==> config.mk <==
export PLATFORM = sky130hd
export DESIGN_NAME = prescaled_updown_counter
export DESIGN_NICKNAME = d
export VERILOG_FILES = /design/src/rtl/psc_pkg.sv /design/src/rtl/tick_prescaler.sv /design/src/rtl/prescaled_updown_counter.sv
export SDC_FILE = /design/constraint.sdc
export NUM_CORES = 1
export LEC_CHECK = 0
export ABC_AREA = 0
export CAP_MARGIN = 20
export CORE_UTILIZATION = 50
export DETAILED_ROUTE_END_ITERATION = 16
export DONT_BUFFER_PORTS = 1
export PLACE_DENSITY = 0.61
export REMOVE_ABC_BUFFERS = 1
export SYNTH_ARGS = -nofsm -noshare
export SYNTH_HDL_FRONTEND = slang
export SYNTH_HIERARCHICAL = 1
export SYNTH_SLANG_ARGS = --single-unit
==> constraint.sdc <==
create_clock -name clk -period 2.2 [get_ports clk]
set_input_delay 0.22 -clock clk [delete_from_list [all_inputs] [get_ports clk]]
set_output_delay 0.22 -clock clk [all_outputs]
set_load 0.02 [all_outputs]
==> src/rtl/psc_pkg.sv <==
// Shared constants, counter-action encoding and a constant-evaluable clog2
// for the prescaled up/down counter family.
package psc_pkg;

  localparam int unsigned SAT_WRAP = 0;
  localparam int unsigned SAT_HOLD = 1;

  typedef enum logic [1:0] {
    ACT_HOLD,
    ACT_CLR,
    ACT_LOAD,
    ACT_STEP
  } cnt_act_e;

  function automatic int unsigned clog2(input longint unsigned v);
    int unsigned r;
    r = 0;
    for (int unsigned i = 0; i < 64; i++) begin
      if ((64'd1 << i) < v) r = i + 1;
    end
    return r;
  endfunction

endpackage

==> src/rtl/tick_prescaler.sv <==
// Free-running divide-by-DIV enable: one-cycle registered tick every DIV clocks,
// restartable with a synchronous clear. Usable standalone for enable generation.
module tick_prescaler
  import psc_pkg::*;
#(
  parameter int unsigned DIV = 1200000
) (
  input  logic clk,
  input  logic reset,
  input  logic clr,
  output logic tick
);

  localparam int unsigned DIV_W = (clog2(DIV) < 1) ? 1 : clog2(DIV);
  localparam logic [DIV_W-1:0] LAST = DIV_W'(DIV - 1);

  logic [DIV_W-1:0] r_div_cnt;
  logic             r_tick;

  // With DIV=1, LAST is 0 so tick stays high on every edge after reset.
  always_ff @(posedge clk or posedge reset) begin
    if (reset) begin
      r_div_cnt <= '0;
      r_tick    <= 1'b0;
    end else if (clr) begin
      r_div_cnt <= '0;
      r_tick    <= 1'b0;
    end else begin
      r_tick    <= (r_div_cnt == LAST);
      r_div_cnt <= (r_div_cnt == LAST) ? '0 : r_div_cnt + DIV_W'(1);
    end
  end

  assign tick = r_tick;

endmodule

==> src/rtl/prescaled_updown_counter.sv <==
// Prescaled WIDTH-bit up/down counter with clear, clamped load, wrap/hold policy
// and terminal-count pulse. Define PSC_INPUT_SYNC_EN to 2-flop synchronize controls.
module prescaled_updown_counter
  import psc_pkg::*;
#(
  parameter int unsigned     WIDTH = 4,
  parameter int unsigned     DIV   = 1200000,
  parameter longint unsigned MAX   = (64'd1 << WIDTH) - 64'd1,
  parameter int unsigned     SAT   = SAT_WRAP
) (
  input  logic             clk,
  input  logic             reset,
  input  logic             run,
  input  logic             up_dn,
  input  logic             clr,
  input  logic             load,
  input  logic [WIDTH-1:0] load_val,
  output logic             tick,
  output logic [WIDTH-1:0] cnt,
  output logic             tc,
  output logic             cnt_zero
);

  localparam logic [WIDTH-1:0] MAX_V = WIDTH'(MAX);

  logic w_run;
  logic w_up_dn;
  logic w_clr;
  logic w_load;

`ifdef PSC_INPUT_SYNC_EN
  logic [3:0] r_sync_q1;
  logic [3:0] r_sync_q2;

  always_ff @(posedge clk or posedge reset) begin
    if (reset) begin
      r_sync_q1 <= '0;
      r_sync_q2 <= '0;
    end else begin
      r_sync_q1 <= {run, up_dn, clr, load};
      r_sync_q2 <= r_sync_q1;
    end
  end

  assign {w_run, w_up_dn, w_clr, w_load} = r_sync_q2;
`else
  assign w_run   = run;
  assign w_up_dn = up_dn;
  assign w_clr   = clr;
  assign w_load  = load;
`endif

  logic w_tick;

  tick_prescaler #(
    .DIV (DIV)
  ) u_tick_prescaler (
    .clk   (clk),
    .reset (reset),
    .clr   (w_clr),
    .tick  (w_tick)
  );

  logic [WIDTH-1:0] r_cnt;
  logic             r_tc;
  cnt_act_e         w_act;
  logic             w_at_bound;
  logic [WIDTH-1:0] w_step_val;
  logic [WIDTH-1:0] w_load_val;

  always_comb begin
    w_act = ACT_HOLD;
    if (w_clr)                w_act = ACT_CLR;
    else if (w_load)          w_act = ACT_LOAD;
    else if (w_tick && w_run) w_act = ACT_STEP;
  end

  always_comb begin
    w_at_bound = w_up_dn ? (r_cnt == MAX_V) : (r_cnt == '0);
    w_load_val = (load_val > MAX_V) ? MAX_V : load_val;
    w_step_val = r_cnt;
    if (w_up_dn) begin
      if (r_cnt != MAX_V)      w_step_val = r_cnt + WIDTH'(1);
      else if (SAT != SAT_HOLD) w_step_val = '0;
    end else begin
      if (r_cnt != '0)         w_step_val = r_cnt - WIDTH'(1);
      else if (SAT != SAT_HOLD) w_step_val = MAX_V;
    end
  end

  always_ff @(posedge clk or posedge reset) begin
    if (reset) begin
      r_cnt <= '0;
      r_tc  <= 1'b0;
    end else begin
      case (w_act)
        ACT_CLR: begin
          r_cnt <= '0;
          r_tc  <= 1'b0;
        end
        ACT_LOAD: begin
          r_cnt <= w_load_val;
          r_tc  <= 1'b0;
        end
        ACT_STEP: begin
          r_cnt <= w_step_val;
          r_tc  <= w_at_bound;
        end
        default: r_tc <= 1'b0;
      endcase
    end
  end

  assign tick     = w_tick;
  assign cnt      = r_cnt;
  assign tc       = r_tc;
  assign cnt_zero = (r_cnt == '0);

endmodule

* After elaboration in Yosys (flattened, before gate mapping)
Index checks and enable logic that the tools add are counted.
** Operators by class
- Add/subtract/negate cells :: 3
- Reductions and logical operators :: 4
- Order comparisons :: 1
- Multiplexer cells :: 13
- Eq/ne operators :: 6
** Operator list (number)
- $mux 21 :: 2
- $add 21x1->21 const B :: 1
- $eq 21x21->1 const B :: 1
- $mux 4 :: 4
- $pmux 4 s3 :: 1
- $mux 2 :: 3
- $add 4x1->4 const B :: 1
- $eq 2x2->1 const B :: 2
- $eq 4x4->1 const B :: 1
- $gt 4x4->1 const B :: 1
- $logic_not 4->1 :: 1
- $ne 4x4->1 const B :: 1
- $reduce_bool 4->1 :: 1
- $sub 4x1->4 const B :: 1
- $mux 1 :: 3
- $reduce_bool 3->1 :: 1
- $eq 2x1->1 const B :: 1
- $logic_and 1x1->1 :: 1
** Storage, ports and cells
- Flip-flop bits (word level) :: 27
- Output and inout bits :: 7
- Logic and storage cells :: 31

* Depth between registers and ports, before layout
Gate-level depths: netlist of run 1.
- Word-level depth :: 6
- Mapped depth :: 7

* Hierarchy
Netlist of run 1, hierarchy kept.
** Modules (own cells, without submodules)
- tick_prescaler :: sequential area each 550.5 um^2, area each 1118.6 um^2, times used 1, cells each 117
- prescaled_updown_counter :: sequential area each 125.1 um^2, area each 385.4 um^2, times used 1, cells each 48

* Worst setup path after synthesis of run 1
OpenSTA, ideal clock, no wires.
- Path type :: register to register
- Start point :: reg u_tick_prescaler.r_div_cnt[0]
- End point :: reg u_tick_prescaler.r_div_cnt[20]
- Setup slack :: 0.453 ns
- Path buffers :: 0
- Cell stages (with the launch flop) :: 6
- Data arrival time :: 1.669 ns
- Cell sequence :: dfrtp_1 ha_1 nand4_1 or4_4 or3_1 a21oi_1
** Between the ends
- Cells in the longest elaborated chain, start to end :: 3
- Elaborated cells on any way between the ends :: 4
** Ends and longest elaborated chain
- start: declaration :: RTL line tick_prescaler.sv:17 : logic [DIV_W-1:0] r_div_cnt;
- start signal: assignment :: RTL line tick_prescaler.sv:30 : r_div_cnt <= (r_div_cnt == LAST) ? '0 : r_div_cnt + DIV_W'(1);
- $add 21x1->21 or $eq 21x21->1 (tied branches) :: RTL line tick_prescaler.sv:30
- $mux 21 (*) :: RTL line tick_prescaler.sv:30
- $mux 21 (*) :: RTL line tick_prescaler.sv:25 : end else if (clr) begin
Every way passes the cells marked *; elsewhere a longest branch is shown, timed or not.
A chain may end at the register's enable or synchronous reset.

* Worst setup path in the final report of run 1
- Start point :: reg r_cnt[0] (netlist: cnt[0])
- End point :: out cnt_zero
** Between the ends
- Cells in the longest elaborated chain, start to end :: 1
** Ends and longest elaborated chain
- start: declaration :: RTL line prescaled_updown_counter.sv:64 : logic [WIDTH-1:0] r_cnt;
- start signal: assignment :: RTL line prescaled_updown_counter.sv:102 : r_cnt <= w_load_val;
- start signal: assignment :: RTL line prescaled_updown_counter.sv:106 : r_cnt <= w_step_val;
- $logic_not 4->1 :: RTL line prescaled_updown_counter.sv:117 : assign cnt_zero = (r_cnt == '0);
- end: declaration :: RTL line prescaled_updown_counter.sv:21 : output logic cnt_zero
No other way between the ends.

==> results of run 1 <==
==> stage by stage <==
stage               util [%]  setup slack [ns]  hold WS (ns)
floorplan                  -             0.450      -0.00148
global placement        55.2             0.395        0.0227
detailed placement      55.2             0.328        0.0207
CTS                     57.3             0.282        0.0157
global route            57.3             0.223        0.0210
finish                  57.3             0.296        0.0369
==> registers in the layout, summed over array words and instances (netlist names) <==
name / count
u_tick_prescaler/r_div_cnt: 21
u_tick_prescaler/tick: 1
tc: 1
cnt: 4
==> cells in the mapped netlist (all sizes together), types with 2 or more instances <==
| library cell | n | area share [%] |
|---|---|---|
| xor2 | 7 | 4.1 |
| a21oi | 11 | 3.7 |
| ha | 3 | 2.5 |
| nand3 | 7 | 2.3 |
| and3 | 4 | 1.7 |
| nor2 | 24 | 6.0 |
| and4 | 3 | 1.7 |
| buf | 4 | 1.9 |
| nand2 | 9 | 2.2 |
| nand4 | 8 | 3.7 |
| dfrtp | 27 | 45 |
| nor3 | 2 | 0.67 |
| inv | 8 | 2.0 |
| a31oi | 2 | 0.83 |
| or3 | 7 | 2.9 |
| xnor2 | 6 | 3.5 |
| or4 | 2 | 1.2 |
| and2 | 5 | 2.1 |
| o21ai | 11 | 3.7 |
| nand2b | 2 | 0.83 |
| nand4b | 2 | 1.2 |
==> placed cells by master, fill, tap and decap left out, types with 2 or more instances in the layout <==
cell,n
sky130_fd_sc_hd__dfrtp_1,27
sky130_fd_sc_hd__nor2_1,24
sky130_fd_sc_hd__a21oi_1,11
sky130_fd_sc_hd__o21ai_0,10
sky130_fd_sc_hd__nand2_1,9
sky130_fd_sc_hd__inv_1,8
sky130_fd_sc_hd__or3_1,7
sky130_fd_sc_hd__nand4_1,7
sky130_fd_sc_hd__xor2_1,7
sky130_fd_sc_hd__nand3_1,7
sky130_fd_sc_hd__xnor2_1,6
sky130_fd_sc_hd__and2_1,5
sky130_fd_sc_hd__and3_1,4
sky130_fd_sc_hd__ha_1,3
sky130_fd_sc_hd__clkbuf_4,3
sky130_fd_sc_hd__dlygate4sd3_1,3
sky130_fd_sc_hd__and4_1,3
sky130_fd_sc_hd__nand2b_1,2
sky130_fd_sc_hd__a31oi_1,2
sky130_fd_sc_hd__nor3_1,2
sky130_fd_sc_hd__nand4b_1,2
sky130_fd_sc_hd__buf_4,2
==> power groups by stage <==
stage / logic [W] / clock network, W / registers [W]
CTS: 0.0000747 / 0.000222 / 0.000525
finish: 0.0000736 / 0.000204 / 0.000525
detailed placement: 0.0000675 / 0 / 0.000534
global route: 0.0000840 / 0.000237 / 0.000526
global placement: 0.0000652 / 0 / 0.000533
floorplan: 0.0000512 / 0 / 0.000530
==> worst paths after layout <==
check / endpoint / slack, ns / cells past startpoint
max in group asynchronous: u_tick_prescaler/r_div_cnt[6] / 1.16 / 2
setup / recovery: cnt_zero / 0.30 / 4
hold reg to reg: u_tick_prescaler/r_div_cnt[0] / 0.49 / 1
setup reg to reg: u_tick_prescaler/r_div_cnt[20] / 0.31 / 5
hold / removal: cnt[0] / 0.04 / 2
min in group asynchronous: cnt[0] / 0.25 / 2
==> cell type report <==
class | instances | area, µm² | share of cell area [%]
Multi-Input combinational cell | 126 | 769 | 47.9
Tap cell | 31 | 38.8 | 2.41
Inverter | 8 | 30.0 | 1.87
Sequential cell | 27 | 676 | 42.1
Clock inverter | 1 | 5.00 | 0.312
Clock buffer | 3 | 22.5 | 1.40
Timing Repair Buffer | 6 | 65.1 | 4.05
==> cell families after synthesis <==
group | synth area share [%]
compound gates | 12.1
xor+xnor | 7.57
fa+ha+maj | 2.50
buf+inv | 3.91
flops | 44.9
mux | 0.666
simple gates | 28.3
==> critical path, stage by stage, from the launching register on <==
cell                       delay (ns)
sky130_fd_sc_hd__dfrtp_1         0.56
sky130_fd_sc_hd__inv_1           0.17
sky130_fd_sc_hd__ha_1            0.22
sky130_fd_sc_hd__nand2b_1        0.10
sky130_fd_sc_hd__nor2_1          0.32
==> layer usage <==
metal,track usage [%],vias to the layer above,routed length (µm)
li1,-,606,-
met1,28.3,586,1460
met2,37.2,17,1530
met3,3.00,2,103
met4,7.67,0,17
met5,0,-,0
==> repair_timing <==
item / CTS / global route
hold buffers: 3 / 0
endpoints found under the hold margin: 35 / 0
gates resized for setup: 0 / 0
==> flow_results.org, run 1 <==
** Power
- Switching share of power :: 25.0%
- VDD sags by at most 0.000290 V.
- Internal portion of total power :: roughly 0.0006 W
- In this run, the combinational gates consume 9.2% of the power.
- Clock group share of total power :: between 20% and 30%
- Power per standard cell area :: about 500 nW/µm²
- The analysis attributes to net switching a power of roughly 0.0002 W.
- Leakage power :: 0.667 nW
- Fraction of power consumed by sequential logic :: roughly two thirds
- The completed layout was analyzed and its total power is approximately 0.00080 W.

** Timing
- Setup repair after global routing left no endpoint under its margin.
- For the pin with the worst max-slew slack, the measured transition is 0.839 ns.
- Max-slew headroom :: 44.0%
- Achievable Freq :: around 530 MHz
- Min cycle time layout :: 1.90 ns
- Number of hold-slack violations in the final timing report :: 0
- Share of the clock period used by the worst path after layout :: between 80% and 90%
- Setup skew after layout :: between 0.01 and 0.015 ns
- The total count of max-transition violations in the final report came to 0.
- In the final timing run, aggregate negative setup slack is 0 ns.
- Number of endpoints failing setup at the final stage :: 0

** Logic synthesis
- Synthesis produced ~170 cells.
- Flop and latch count out of synthesis :: 27
- Cell area after synthesis :: between 1500 and 2000 µm²
- For this run, the leading register cell type out of synthesis is sky130_fd_sc_hd__dfrtp_1.
- Post-Synthesis Mean Instance Area :: 9.11 µm²
- Distinct cell type count after synthesis :: 37
- Synth warn :: 6
- Register area share after synthesis :: approximately 45%
- After synthesis, the share of flip-flops with an asynchronous set or reset is 100%.
- In this run, synthesis inferred 0 flip-flops with an integrated enable.

** Placement
- The congestion estimate from routability-driven global placement came to approximately 0.84.
- Post-DP HPWL :: roughly 2300 µm
- Cell area after placement :: approximately 1500 µm²
- In this run the tool buffered the top-level ports with 0 buffer cells.
- Counting tap cells, the placed design contains a total of a little under 200 instances.

** Global routing
- For this run the aggregate overflow at the end of global routing stands at 0.
- The first global-routing pass estimated between 5000 and 6000 µm of wire.
- Across every metal layer, demand over resource in global routing totals between 20% and 30%.
- The number of global-route vias before repair is approximately 1.2k.
- The initial antenna violation count came to 0.
- Entering global routing, the biggest net connects 23 pins.

** Min path
- Hold path start :: load_val[0]
- Tightest Hold Check Type :: primary input to register

** Die
- The region available for standard cell placement spans 2810 µm².
- Measured along the x axis, the die boundary spans between 50 and 60 µm.
- The floorplan step defined a die boundary enclosing between 3000 and 4000 µm².
- 17 I/O pins were placed.
- Std-Cell Rows :: 19
- The initial utilization of the core area, before any placement, comes to 53.6%.
- In this run the vertical extent of the chip is about 57 µm.

** Setup path
- CP Max Fanout :: 8
- Data arrives at the worst endpoint at 1.68 ns.
- In this run the critical register-to-register path is launched from u_tick_prescaler/r_div_cnt[0].
- Kind of end point of the critical path :: primary output
- For the worst setup path, the data required time is 1.98 ns.
- The critical path in this run is classified as register to primary output.
- Beginning of the critical path :: cnt[0]
- Critical path startpoint category :: register

** Routing
- After detailed routing, the average wire length per cell comes to ~15 µm.
- In this run the remaining antenna-violating nets after routing total 0.
- Sum of routed wire length over all layers :: around 3100 µm
- After detailed routing, the number of remaining DRC violations is 6.
- After detailed routing, the number of vias per cell comes to approximately 6.0.
- Number of vias in the routed layout :: roughly 1.2k
- For this run, the detailed router's first-pass iteration total came to 10.
- Drt first-iter violations :: a little over 70

** Flow run
- Maximum Capacitance Violations :: 0

** Finish
- Layout cells sized above 1 :: roughly 5.3%
- From synthesis to final layout, the design area changed by 6.82%.
- Number of nets at the end of the flow :: around 190
- Diode count :: 0
- After routing the design area is roughly 1600 µm².
- The finished layout holds 202 standard cells, fillers aside.
- Fill cell instance count of the final layout :: 273

** Clocking
- In this run the deepest clock path goes through 2 buffers.
- The root buffer cell chosen for the clock tree is sky130_fd_sc_hd__clkbuf_4.
- In this run the number of H-tree levels came out at 1.
- Latest clock arrival within the worst-skew pair :: 0.32 ns
- Total clock buffers created by CTS :: 3
- The number of setup buffers added after CTS is 0.
- Clock input transition at the sequential cells of the worst setup and hold paths :: roughly 0.14 ns
- TritonCTS built the clock tree.
- TritonCTS Sinks :: 27

** Status
- The final reports fail on design-rule violations.
- The run finished, with violations left.
Power figures use the tool's default switching activity.
==> run 2: changes to the inputs <==
==> constraint.sdc (replaced) <==
create_clock -name clk -period 2.2 [get_ports clk]
set_input_delay 0.55 -clock clk [delete_from_list [all_inputs] [get_ports clk]]
set_output_delay 0.55 -clock clk [all_outputs]
set_load 0.02 [all_outputs]
==> run 2 against run 1 <==
Sequential cell count did not move; clock skew fell by 0.0041 ns; critical path depth did not move; sequential power fell by 0.8%; clock power rose by 2%; via count rose by 1.8%; total power rose by 0.21%; the flow still finishes with violations (design-rule violations); die area did not move; critical path type unchanged; first-iteration DRC count rose by 5.6%; core utilization fell by 0.13 points; maximum frequency fell by 7.7%.
==> flow_results.org, run 2 (synthesis results as in run 1) <==
** Die
- The number of placement rows is 19 (unchanged).
- Standard cell core area :: 2810 µm² (unchanged)
- The initial cell density of the core came to 53.6% (unchanged).
- Vertical extent of the die :: 56.8 µm (unchanged)
- Horiz. Die Dim :: 56.8 µm (unchanged)
- Total Die Area :: 3230 µm² (unchanged)
- The total I/O pin count was 17 (unchanged).

** Global routing
- Initial antenna violation count :: 0 (unchanged)
- The final global-route overflow total was 0 (unchanged).
- First-pass GRT wire length :: 5180 µm (-5.3%)
- GRT Resource Usage Total :: 21.1% (-0.76 points)
- The largest net degree at the start of global routing was 23 (unchanged).
- The number of global-route vias before repair is 1201 (-2.0%).

** Finish
- The area growth from synthesis to layout is 6.57%.
- Most flops, register :: u_tick_prescaler/r_div_cnt
- Area of combinational cells with multiple inputs :: 772 µm² (+0.33%)
- The diode insertion count for antenna repair is 0 (unchanged).
- Number of flip-flops under the largest register name :: 21 (unchanged)
- Fill cell instance count of the final layout :: 266 (-2.6%)
- Commonest cells after routing, fill and taps aside :: 27 x sky130_fd_sc_hd__dfrtp_1, 23 x sky130_fd_sc_hd__nor2_1, 11 x sky130_fd_sc_hd__a21oi_1, 10 x sky130_fd_sc_hd__o21ai_0, 9 x sky130_fd_sc_hd__nand2_1
- Number of nets at the end of the flow :: 185 (unchanged)
- The share of post-route cells with drive strength above 1 was 6.43% (+1.2 points).
- Commonest non-fill, non-tap cell in the layout :: sky130_fd_sc_hd__dfrtp_1
- The number of cells in the finished layout apart from fillers was 202 (unchanged).
- Total area of sequential cells :: 676 µm² (unchanged)

** Timing
- Pin slew with the least headroom to its limit :: 0.396 ns (-0.443 ns)
- The total of endpoints with negative setup slack in the final report is 0 (unchanged).
- The post-route fraction of the period consumed by the critical path was 93.7% (+7.2 points).
- The total count of max-transition violations in the final report was 0 (unchanged).
- The worst slew margin relative to its limit came to 73.3% (+29 points).
- The setup TNS after final layout was 0 ns (unchanged).
- RSZ-0062 raised after global routing :: no
- Number of hold-slack violations in the final timing report :: 0 (unchanged)
- The post-route clock skew was 0.00675 ns (-0.00408 ns).
- Achievable Freq :: 485 MHz (-7.7%)
- Min cycle time layout :: 2.06 ns (+0.158 ns)

** Setup path
- The startpoint identified for the worst register-to-register timing path is u_tick_prescaler/r_div_cnt[0].
- STA classifies the critical path endpoint as a primary output.
- Worst Path Class, Setup :: register to primary output
- Sum of buffers and inverters on the critical path :: 1 (unchanged)
- The signal on the critical path passes through inv_1 -> ha_1 -> nand2b_1 -> nor2_2.
- Slowest Stage Delay on Critical Path :: 0.52 ns (-0.04 ns)
- CP Max Fanout :: 6 (-2)
- Family of cells with the greatest summed delay on the critical path :: flip-flops
- Register-to-register setup slack :: 0.34 ns (+0.03 ns)
- In this run the worst setup path begins at cnt[1].
- The arrival time of the worst setup path came to 1.51 ns (-0.17 ns).
- Standard cell with the maximum stage delay on the critical path :: sky130_fd_sc_hd__dfrtp_1
- Data required time at the worst endpoint :: 1.65 ns (-0.33 ns)
- STA classifies the critical path startpoint as a register.

** Routing
- The detail-routed net length per standard cell came to 14.7 µm (-4.6%).
- Post-DRT Antenna Nets :: 0 (unchanged)
- Number of detailed-routing iterations run before antenna repair :: 11 (+1)
- DRC errors left :: 6 (unchanged)
- Number of vias in the routed layout :: 1233 (+1.8%)
- The wire length reported by the detailed router is 2970 µm (-4.6%).
- The detail-routed via count per cell came to 6.10 (+1.8%).
- The detailed router's first-iteration violation count came to 75 (+5.6%).

** Clocking
- Latest clock arrival within the worst-skew pair :: 0.32 ns (about the same)
- CTS placed an instance of sky130_fd_sc_hd__clkbuf_4 at the clock tree root.
- Total clock buffers created by CTS :: 3 (unchanged)
- The clock transition at the registers of the reported paths was 0.14 ns (about the same).
- TritonCTS Sinks :: 27 (unchanged)
- Total setup buffers inserted after CTS :: 0 (unchanged)
- Max Root-Sink Buffers :: 2 (unchanged)
- Clock tree from TritonCTS :: yes
- The maximum level of the CTS H-tree is 1 (unchanged).

** Power
- The net switching power was 0.000199 W (-1.0%).
- Switching share of power :: 24.7% (-0.30 points)
- The part of the total power dissipated in sequential elements was 64.8% (-0.6 points).
- Combinational group share of total power :: 9.3% (about the same)
- Power per standard cell area :: 502 nW/µm² (+0.44%)
- Internal portion of total power :: 0.000605 W (+0.62%)
- Highest ir drop seen on vdd :: 0.000306 V (+5.5%)
- The standby leakage power was 0.666 nW (-0.15%).
- Clock group share of total power :: 25.9% (+0.5 points)

** Flow run
- The number of max-cap violations came to 0 (unchanged).

** Min path
- The worst hold path belongs to the class primary input to async pin.

** Status
- The run finished, with violations left.
- Failing checks :: design-rule violations

** Placement
- The weighted congestion reported at the end of routability-driven placement is 0.834 (-0.14%).
- Post-DP HPWL :: 2240 µm (-1.5%)
- The instance count after placement with tap cells included came to 197 (+1.0%).
- # port buffers :: 0 (unchanged)
## run 2: changes by cell type in the layout (fill, tap and decap cells not counted)
cell,before,now
sky130_fd_sc_hd__buf_4,2,4
sky130_fd_sc_hd__clkbuf_1,0,1
sky130_fd_sc_hd__clkinv_2,1,0
sky130_fd_sc_hd__dlygate4sd3_1,3,1
sky130_fd_sc_hd__nor2_1,24,23
sky130_fd_sc_hd__nor2_2,0,1
## run 2: path summary, 6_finish.rpt
path	end	cells past startpoint
max reg2reg	u_tick_prescaler/r_div_cnt[20]	5
max	cnt_zero	4
min in group clk	u_tick_prescaler/r_div_cnt[6]	1
min reg2reg	u_tick_prescaler/r_div_cnt[0]	1
max in group asynchronous	cnt[2]	2
min	u_tick_prescaler/r_div_cnt[16]	2
## run 2: metrics by stage
step                util [%]  hold slack, ns  area [µm²]  setup slack, ns  total power, W
global route            57.1           0.147        1600           0.0288        0.000844
global placement        55.8           0.354        1560            0.395        0.000602
CTS                     57.0           0.131        1600           0.0335        0.000816
detailed placement      55.8           0.356        1560            0.350        0.000604
finish                  57.1           0.132        1600            0.138        0.000804
floorplan                  -           0.329        1480            0.450        0.000581
## run 2: repair_timing
| action | 4_1_cts | 5_1_grt |
|---|---|---|
| endpoints found under the setup margin | 0 | 1 |
| hold buffers | 1 | 0 |
| hold endpoints to repair | 5 | 0 |
| resized for setup | 0 | 1 |
## run 2: worst reg2reg max path, delay by kind of cell, from the launching register on
| kind | cells | cell delay [ns] |
|---|---|---|
| and+or+nand+nor | 3 | 1.06 |
| DFF | 1 | 0.39 |
| adders and majority gates | 1 | 0.22 |
| AOI/OAI and AO/OA | 1 | 0.14 |
## run 2: cell type report
class,count,share of cell area (%)
Multi-Input combinational cell,126,48.2
Clock buffer,4,1.64
Timing Repair Buffer,6,3.75
Sequential cell,27,42.2
Tap cell,31,2.42
Inverter,8,1.87
## run 2: layer usage
layer / vias to the layer above / GRT usage [%] / part of all wire (%)
met2: 26 / 34.4 / 47
met4: 0 / 9.76 / 1.9
met1: 602 / 27.9 / 47
li1: 601 / - / -
met3: 4 / 2.76 / 3.5
met5: - / 0 / 0
## run 2: power by group through the flow
stage / Clock [W] / Combinational, W / Sequential [W]
6_report: 0.000208 / 0.0000750 / 0.000521
5_1_grt: 0.000236 / 0.0000854 / 0.000523
4_1_cts: 0.000219 / 0.0000755 / 0.000521
3_5_place_dp: 0 / 0.0000738 / 0.000530
3_3_place_gp: 0 / 0.0000724 / 0.000529
2_1_floorplan: 0 / 0.0000512 / 0.000530
